`config.mk`:
```
export PLATFORM = sky130hd
export DESIGN_NAME = crd_arb
export DESIGN_NICKNAME = d
export VERILOG_FILES = /design/src/rtl/crd_arb.sv
export SDC_FILE = /design/constraint.sdc
export NUM_CORES = 1
export LEC_CHECK = 0
export BUFFER_PORTS_ARGS = -buffer_cell sky130_fd_sc_hd__clkbuf_2
export CAP_MARGIN = 30
export CORE_AREA = 2 2 319 321
export DETAILED_ROUTE_END_ITERATION = 7
export DIE_AREA = 0 0 321 323
export SETUP_SLACK_MARGIN = 0.15
export SYNTH_ARGS = -nofsm -noshare
export SYNTH_HDL_FRONTEND = slang
export SYNTH_SLANG_ARGS = --single-unit
```
`constraint.sdc`:
```
create_clock -name clk -period 3.3 [get_ports clk]
set_input_delay 0.495 -clock clk [delete_from_list [all_inputs] [get_ports clk]]
set_output_delay 0.495 -clock clk [all_outputs]
set_load 0.05 [all_outputs]
```
`src/rtl/crd_arb.sv`:
```
// crd_arb: two-requester round-robin arbiter in front of a shared GLB coordinate read port.
//
// Ports:
//   clk, rst, CCUARB_Rst                : clock, synchronous reset, synchronous soft clear
//   FPSARB_* / ARBFPS_*                 : requester 0 (FPS) address request and data response
//   KNNARB_* / ARBKNN_*                 : requester 1 (KNN) address request and data response
//   ARBGLB_* / GLBARB_*                 : shared GLB address request and in-order data return
//   ARBCCU_Idle, ARBCCU_Err             : idle status, sticky protocol error
//
// The address and data paths are purely combinational. A small FIFO of requester IDs
// remembers who issued each outstanding GLB read, so that in-order read data can be
// routed back to the requester that asked for it.
module crd_arb #(
    parameter int unsigned IDX_WIDTH  = 10,
    parameter int unsigned SRAM_WIDTH = 256,
    parameter int unsigned TAG_DEPTH  = 4
) (
    input  logic                  clk,
    input  logic                  rst,
    input  logic                  CCUARB_Rst,

    input  logic [IDX_WIDTH-1:0]  FPSARB_CrdAddr,
    input  logic                  FPSARB_CrdAddrVld,
    output logic                  ARBFPS_CrdAddrRdy,
    output logic [SRAM_WIDTH-1:0] ARBFPS_Crd,
    output logic                  ARBFPS_CrdVld,
    input  logic                  FPSARB_CrdRdy,

    input  logic [IDX_WIDTH-1:0]  KNNARB_CrdAddr,
    input  logic                  KNNARB_CrdAddrVld,
    output logic                  ARBKNN_CrdAddrRdy,
    output logic [SRAM_WIDTH-1:0] ARBKNN_Crd,
    output logic                  ARBKNN_CrdVld,
    input  logic                  KNNARB_CrdRdy,

    output logic [IDX_WIDTH-1:0]  ARBGLB_CrdAddr,
    output logic                  ARBGLB_CrdAddrVld,
    input  logic                  GLBARB_CrdAddrRdy,
    input  logic [SRAM_WIDTH-1:0] GLBARB_Crd,
    input  logic                  GLBARB_CrdVld,
    output logic                  ARBGLB_CrdRdy,

    output logic                  ARBCCU_Idle,
    output logic                  ARBCCU_Err
);

    localparam int unsigned PTR_W = $clog2(TAG_DEPTH);
    localparam int unsigned CNT_W = PTR_W + 1;
    localparam logic [CNT_W-1:0] FULL_CNT = CNT_W'(TAG_DEPTH);

    logic                 r_pri;      // 0: FPS wins a tie, 1: KNN wins a tie
    logic                 r_lock;     // an offered address is waiting for GLB ready
    logic                 r_lock_id;
    logic                 r_err;
    logic [TAG_DEPTH-1:0] r_tag;      // requester ID per outstanding read
    logic [PTR_W-1:0]     r_wr_ptr;
    logic [PTR_W-1:0]     r_rd_ptr;
    logic [CNT_W-1:0]     r_cnt;

    logic w_clr;
    logic w_win;
    logic w_win_vld;
    logic w_full;
    logic w_empty;
    logic w_grant;
    logic w_head;
    logic w_pop;

    assign w_clr   = rst | CCUARB_Rst;
    assign w_full  = (r_cnt == FULL_CNT);
    assign w_empty = (r_cnt == '0);

    // Winner selection; a stalled offer keeps its requester so the GLB address stays stable.
    always_comb begin
        w_win = 1'b0;
        if (r_lock) begin
            w_win = r_lock_id;
        end else if (FPSARB_CrdAddrVld && KNNARB_CrdAddrVld) begin
            w_win = r_pri;
        end else if (KNNARB_CrdAddrVld) begin
            w_win = 1'b1;
        end
    end

    assign w_win_vld         = w_win ? KNNARB_CrdAddrVld : FPSARB_CrdAddrVld;
    assign ARBGLB_CrdAddrVld = w_win_vld & ~w_full;
    assign ARBGLB_CrdAddr    = !w_win_vld ? '0 : (w_win ? KNNARB_CrdAddr : FPSARB_CrdAddr);

    assign w_grant           = w_win_vld & GLBARB_CrdAddrRdy & ~w_full;
    assign ARBFPS_CrdAddrRdy = w_grant & ~w_win;
    assign ARBKNN_CrdAddrRdy = w_grant & w_win;

    // Response routing follows the oldest outstanding tag.
    assign w_head        = r_tag[r_rd_ptr];
    assign ARBGLB_CrdRdy = ~w_empty & (w_head ? KNNARB_CrdRdy : FPSARB_CrdRdy);
    assign ARBFPS_CrdVld = GLBARB_CrdVld & ~w_empty & ~w_head;
    assign ARBKNN_CrdVld = GLBARB_CrdVld & ~w_empty & w_head;
    assign ARBFPS_Crd    = GLBARB_Crd;
    assign ARBKNN_Crd    = GLBARB_Crd;
    assign w_pop         = GLBARB_CrdVld & ARBGLB_CrdRdy;

    assign ARBCCU_Idle = w_empty & ~FPSARB_CrdAddrVld & ~KNNARB_CrdAddrVld;
    assign ARBCCU_Err  = r_err;

    always_ff @(posedge clk) begin
        if (w_clr) begin
            r_pri     <= 1'b0;
            r_lock    <= 1'b0;
            r_lock_id <= 1'b0;
            r_err     <= 1'b0;
            r_tag     <= '0;
            r_wr_ptr  <= '0;
            r_rd_ptr  <= '0;
            r_cnt     <= '0;
        end else begin
            if (w_grant) begin
                r_tag[r_wr_ptr] <= w_win;
                r_wr_ptr        <= r_wr_ptr + 1'b1;
                r_pri           <= ~w_win;
                r_lock          <= 1'b0;
            end else if (ARBGLB_CrdAddrVld) begin
                r_lock    <= 1'b1;
                r_lock_id <= w_win;
            end

            if (w_pop) begin
                r_rd_ptr <= r_rd_ptr + 1'b1;
            end

            if (w_grant && !w_pop) begin
                r_cnt <= r_cnt + 1'b1;
            end else if (!w_grant && w_pop) begin
                r_cnt <= r_cnt - 1'b1;
            end

            // Read data with nothing outstanding is an orphan response.
            if (GLBARB_CrdVld && w_empty) begin
                r_err <= 1'b1;
            end
        end
    end

endmodule

```
# Word level (Yosys, flattened, before mapping)
# Index checks and enable logic that the tools add are counted.
totals:
  in_bits: 285
  wordCells: 61
  register_bits: 15
classes:
  add_sub_neg: 4
  n_mux: 14
  n_reduce_logical: 11
  n_lt_le_gt_ge: 3
  bitwise: 20
  eq_ne: 1
ops:
  columns: ["op", "count"]
  rows:
  - ["two-way mux 10 bit", 2]
  - ["AND 1 bit", 12]
  - ["two-way mux 1 bit", 7]
  - ["NOT 1 bit", 7]
  - ["< comparator 2 x 3 -> 1 bit (second input constant)", 2]
  - ["two-way mux 3 bit", 2]
  - ["logical AND 1 bit", 5]
  - ["adder 2 x 1 -> 2 bit (second input constant)", 2]
  - ["bitwise mux 4 bit", 1]
  - ["adder 3 x 1 -> 3 bit (second input constant)", 1]
  - ["== test 3 bit (second input constant)", 1]
  - ["logical NOT 3 bit", 1]
  - ["subtractor 3 x 1 -> 3 bit (second input constant)", 1]
  - ["binary-select mux 1 bit (select 2 bit)", 1]
  - ["demux 1 bit (select 2 bit)", 1]
  - [">= comparator 2 x 1 -> 1 bit (second input constant)", 1]
  - ["logical NOT 1 bit", 2]
  - ["AND reduction 2 bit", 1]
  - ["nonzero test 2 bit", 1]
  - ["OR reduction 2 bit", 1]
  - ["bitwise OR 1 bit", 1]

# Longest topological paths before layout
logic_depth:
  depth_word: 10
  ltp_mapped: 10
  ltp_nobuf: 10

# Least setup slack after synthesis
# No wires, ideal clock.
synth_path:
  path_type: "input to output"
  start: "in FPSARB_CrdAddrVld"
  end: "out ARBGLB_CrdAddr[0]"
  path_slack_ps: 926
  path_buffers: 1
  required_time_ps: 2805
  stages: 5
  t_arrival_ps: 1879
  cell_sequence: "nor2b_1 -> o31ai_4 -> buf_6 -> mux2i_1 -> nor2_1"
synth_via:
  elab_chain_cells: 5
synth_lines:
  columns: ["item", "line", "source"]
  rows:
  - ["start, declared", "23", "input logic FPSARB_CrdAddrVld,"]
  - ["logical AND 1 bit", "78", "end else if (FPSARB_CrdAddrVld && KNNARB_CrdAddrVld) begin"]
  - ["two-way mux 1 bit", "78", null]
  - ["two-way mux 1 bit", "76", "if (r_lock) begin"]
  - ["two-way mux 10 bit / two-way mux 1 bit (equally long branches)", "87, 85", null]
  - ["two-way mux 10 bit (*)", "87", "assign ARBGLB_CrdAddr = !w_win_vld ? '0 : (w_win ? KNNARB_CrdAddr : FPSARB_CrdAddr);"]
  - ["end, declared", "36", "output logic [IDX_WIDTH-1:0] ARBGLB_CrdAddr,"]
# Mark *: on every way between the ends. The rest lies on a longest branch, timed or not.

# Worst setup path in the final report
layout_path:
  start: "reg r_rd_ptr[1]"
  end: "reg r_cnt[2]"
layout_via:
  elab_chain_cells: 8
layout_lines:
  columns: ["item", "line", "source"]
  rows:
  - ["start, declared", "57", "logic [PTR_W-1:0] r_rd_ptr;"]
  - ["start signal, assigned", "127", "r_rd_ptr <= r_rd_ptr + 1'b1;"]
  - ["binary-select mux 1 bit (select 2 bit) (*)", "94", "assign w_head = r_tag[r_rd_ptr];"]
  - ["two-way mux 1 bit (implied by the code) (*)", "94", null]
  - ["two-way mux 1 bit (*)", "95", "assign ARBGLB_CrdRdy = ~w_empty & (w_head ? KNNARB_CrdRdy : FPSARB_CrdRdy);"]
  - ["AND 1 bit (*)", "95", null]
  - ["AND 1 bit (*)", "100", "assign w_pop = GLBARB_CrdVld & ARBGLB_CrdRdy;"]
  - ["logical NOT 1 bit", "130", "if (w_grant && !w_pop) begin"]
  - ["logical AND 1 bit", "130", null]
  - ["two-way mux 3 bit / nonzero test 2 bit (equally long branches)", null, null]
  - ["end signal, assigned", "131", "r_cnt <= r_cnt + 1'b1;"]
  - ["end signal, assigned", "133", "r_cnt <= r_cnt - 1'b1;"]
  - ["end, declared", "58", "logic [CNT_W-1:0] r_cnt;"]
# Mark *: on every way between the ends. The rest lies on a longest branch, timed or not. The select of a mux whose other input is x is not followed.
# A chain may end at the register's enable or synchronous reset.

==> impl_metrics.tcl <==
set metrics [dict create \
    status "complete, no violations" \
    nets 463 \
    dieArea_sq_um 104000 \
    max-vdd-ir-drop_mv 0.135 \
    p_comb_frac 0.358 \
    drive_above_1_share 0.415 \
    place_hpwl_mm 43.7 \
    switchingPower_uw 270 \
    ys.warnings.count 0 \
    utilization 0.0299 \
    whs_endpoint "r_tag[0]" \
    placed_cells 1476 \
    reg2reg_slack_ns 0.51 \
    r2r_start "r_rd_ptr[1]" \
    cap_violations 0 \
    min_from "r_tag[0]" \
    post_cts_resized 0 \
    core_sq_um 101000 \
    cp.arrival_ns 2.97 \
    grt_util_all_layers 0.0842 \
    period_needed_ns 2.79 \
    synth_ff_type "dfxtp_1" \
    syn_area_sq_um 4910 \
    die_h_um 323 \
    viasPerCell 1.29 \
    antenna_cells 0 \
    hold_viol_final 0 \
    pwr-share-clk 0.359 \
    whs_ns 0.465 \
    rows 117 \
    crit_fanout 4 \
    ctsHoldBuffers 0 \
    synth.net_count 924 \
    worst-setup-path-type "flip-flop to flip-flop" \
    ys_seq_area_frac 0.0612 \
    synthDistinctLibCells 33 \
    fin_area_sq_um 3010 \
    synth_top_area_share 0.783 \
    drtPass1Iterations 4 \
    start_util 0.0487 \
    avgSynthCellArea_sq_um 7.75 \
    cts_tree "done" \
    grt_max_degree 13 \
    grt_pass1_wl_mm 49.6 \
    clock_latency_ns 0.26 \
    hp-class "flip-flop to flip-flop" \
    clockBufferDepth 2 \
    grt_pass1_vias 2002 \
    wl_mm 45.9 \
    cpMostUsedCell "mux2i_1" \
    ys_top_cells_by_area "buf_4, dfxtp_1, mux2i_1, nor2_1, ha_1" \
    internal-power_uw 424 \
    hold_path_depth 2 \
    fin_ws_ns 0.515 \
    fmax_mhz 359 \
    io_pins 815 \
    yosys.area.top_type "buf_4" \
    fin_total_pwr_uw 695 \
    tightest_slew_ns 0.812 \
    power_switching_share 0.389 \
    clock_skew_ns 0.00483 \
    root_buffer "clkbuf_16" \
    dp_slack_ns 0.585 \
    p_leak_nw 0.695 \
    path_cells "mux2i_1 > mux2_2 > mux2i_1 > nand2b_1 > ha_1 > inv_1 > fa_1 > xor2_1 > or3_1 > a21oi_1" \
    p_per_area_nw_per_um2 231 \
    die_w_um 321 \
    final_cells 1480 \
    ys_ff_latch 15 \
    gr-total-overflow 0 \
    endpoint_kind "flip-flop" \
    via_count 1916 \
    syn_to_final_growth_pct -38.7 \
    antenna_found_initial 6 \
    fin_crit_sh 0.844 \
    post_cts_buffers 0 \
    syn_inst 633 \
    slew_viol_final 0 \
    cts.sinks 15 \
    first_iter_violations 142 \
    ant_nets 0 \
    worstPathRequired_ns 3.49 \
    max_slew_margin 0.457 \
    reg2reg_depth 10 \
    setup_viol 0 \
    route.detailed.drc 0 \
    path_clk_slew_ns 0.05 \
    cp_slowest_stage_delay_ns 0.40 \
    h-tree-depth 1 \
    pwr-share-seq 0.283 \
    regToRegEndpoint "r_cnt[2]" \
    io_buffers 46 \
    cts-buffers-inserted 3 \
    synth_edf_count 0 \
    async_reset_ff_frac 0 \
    finalWeightedCongestion 0.659 \
    place_area_sq_um 2930 \
    crit_slowest_cell "dfxtp_1" \
    rsz0062_at_grt "false" \
    startpoint_type "flip-flop" \
    finalSetupTns_ns 0 \
    wire_per_inst_um 31.0 \
]
## cells in the mapped netlist, types with 2 or more instances
cell type	instances
a21oi_1	3
buf_4	512
buf_6	2
dfxtp_1	15
ha_1	5
inv_1	6
mux2_2	4
mux2i_1	21
nand2_1	7
nand2_2	5
nor2_1	26
nor3_1	2
o21ai_0	3
or3_1	2
xor2_1	2
## how the worst max path moves through the flow
stage | from | end | slack [ns] | cells after the start
after global placement | r_rd_ptr[1] | r_cnt[2] | 0.54 | 10
final | r_rd_ptr[1] | r_cnt[2] | 0.51 | 10
after detailed placement | r_rd_ptr[1] | r_cnt[2] | 0.59 | 10
after floorplan | FPSARB_CrdAddrVld | ARBGLB_CrdAddr[0] | 0.93 | 5
after CTS | r_rd_ptr[1] | r_cnt[2] | 0.56 | 10
after global routing | r_rd_ptr[1] | r_cnt[2] | 0.35 | 10
## state kept, by name (all words and copies together), names as in the netlist
register,cells
r_lock_id,1
ARBCCU_Err,1
r_pri,1
r_tag,4
r_rd_ptr,2
r_lock,1
r_cnt,3
r_wr_ptr,2
## power groups by stage
stage / Sequential (mW) / Combinational [mW] / Clock (mW)
3_5_place_dp: 0.200 / 0.253 / 0
2_1_floorplan: 0.201 / 1.83 / 0
6_report: 0.196 / 0.249 / 0.249
4_1_cts: 0.196 / 0.255 / 0.263
5_1_grt: 0.197 / 0.270 / 0.269
3_3_place_gp: 0.199 / 0.252 / 0
## layout make-up
type | count | area, sq um
inverters | 6 | 22.5
clock inverters | 1 | 5.00
flip-flops and latches | 15 | 300
clock buffers | 3 | 75.1
multi-input cells | 96 | 708
repair buffers | 50 | 260
well taps | 1309 | 1640
fillers | 12000 | 97700
## logic make-up after synthesis
kind of cell / synth area share
buffers and inverters: 0.794
DFF: 0.0612
and+or+nand+nor: 0.0472
xor gates and xnor gates: 0.00536
adders and majority gates: 0.0168
AOI/OAI and AO/OA: 0.0230
muxes: 0.0520
## worst max-delay path, delay by kind of cell (launching register included)
kind	cells	cell delay, ns
multiplexers	3	0.73
buffers and inverters	1	0.06
AND/OR/NAND/NOR	2	0.59
AO/OA/AOI/OAI	1	0.13
adder cells (fa/ha/maj)	2	0.63
flip-flops	1	0.40
XOR/XNOR	1	0.16
## per-layer routing
layer / GRT usage / vias up / part of all wire
li1: - / 514 / -
met1: 0.0288 / 595 / 0.12
met2: 0.118 / 657 / 0.40
met3: 0.172 / 146 / 0.43
met4: 0.0334 / 4 / 0.043
met5: 0.00556 / - / 0.0016
## placed cells by master, fill, tap and decap left out, drive strengths merged
| cell type | Yosys | routed |
|---|---|---|
| a21o | 1 | 1 |
| a311oi | 1 | 1 |
| o21ai | 3 | 3 |
| a2111oi | 1 | 1 |
| mux2i | 21 | 21 |
| nand2 | 12 | 12 |
| dfxtp | 15 | 15 |
| or2 | 1 | 1 |
| xor2 | 2 | 2 |
| mux2 | 4 | 4 |
| fa | 1 | 1 |
| clkbuf | 1 | 49 |
| buf | 515 | 4 |
| nand2b | 1 | 1 |
| a21oi | 3 | 3 |
| xnor2 | 1 | 1 |
| or3 | 2 | 2 |
| nor2b | 1 | 1 |
| and2 | 3 | 3 |
| o31ai | 1 | 1 |
| ha | 5 | 5 |
| a211oi | 1 | 1 |
| inv | 6 | 6 |
| a31oi | 1 | 1 |
| nor3b | 1 | 1 |
| a41o | 1 | 1 |
| clkinv | 0 | 1 |
| nor2 | 26 | 26 |
| nor3 | 2 | 2 |
(Power assumes the default switching activity.)
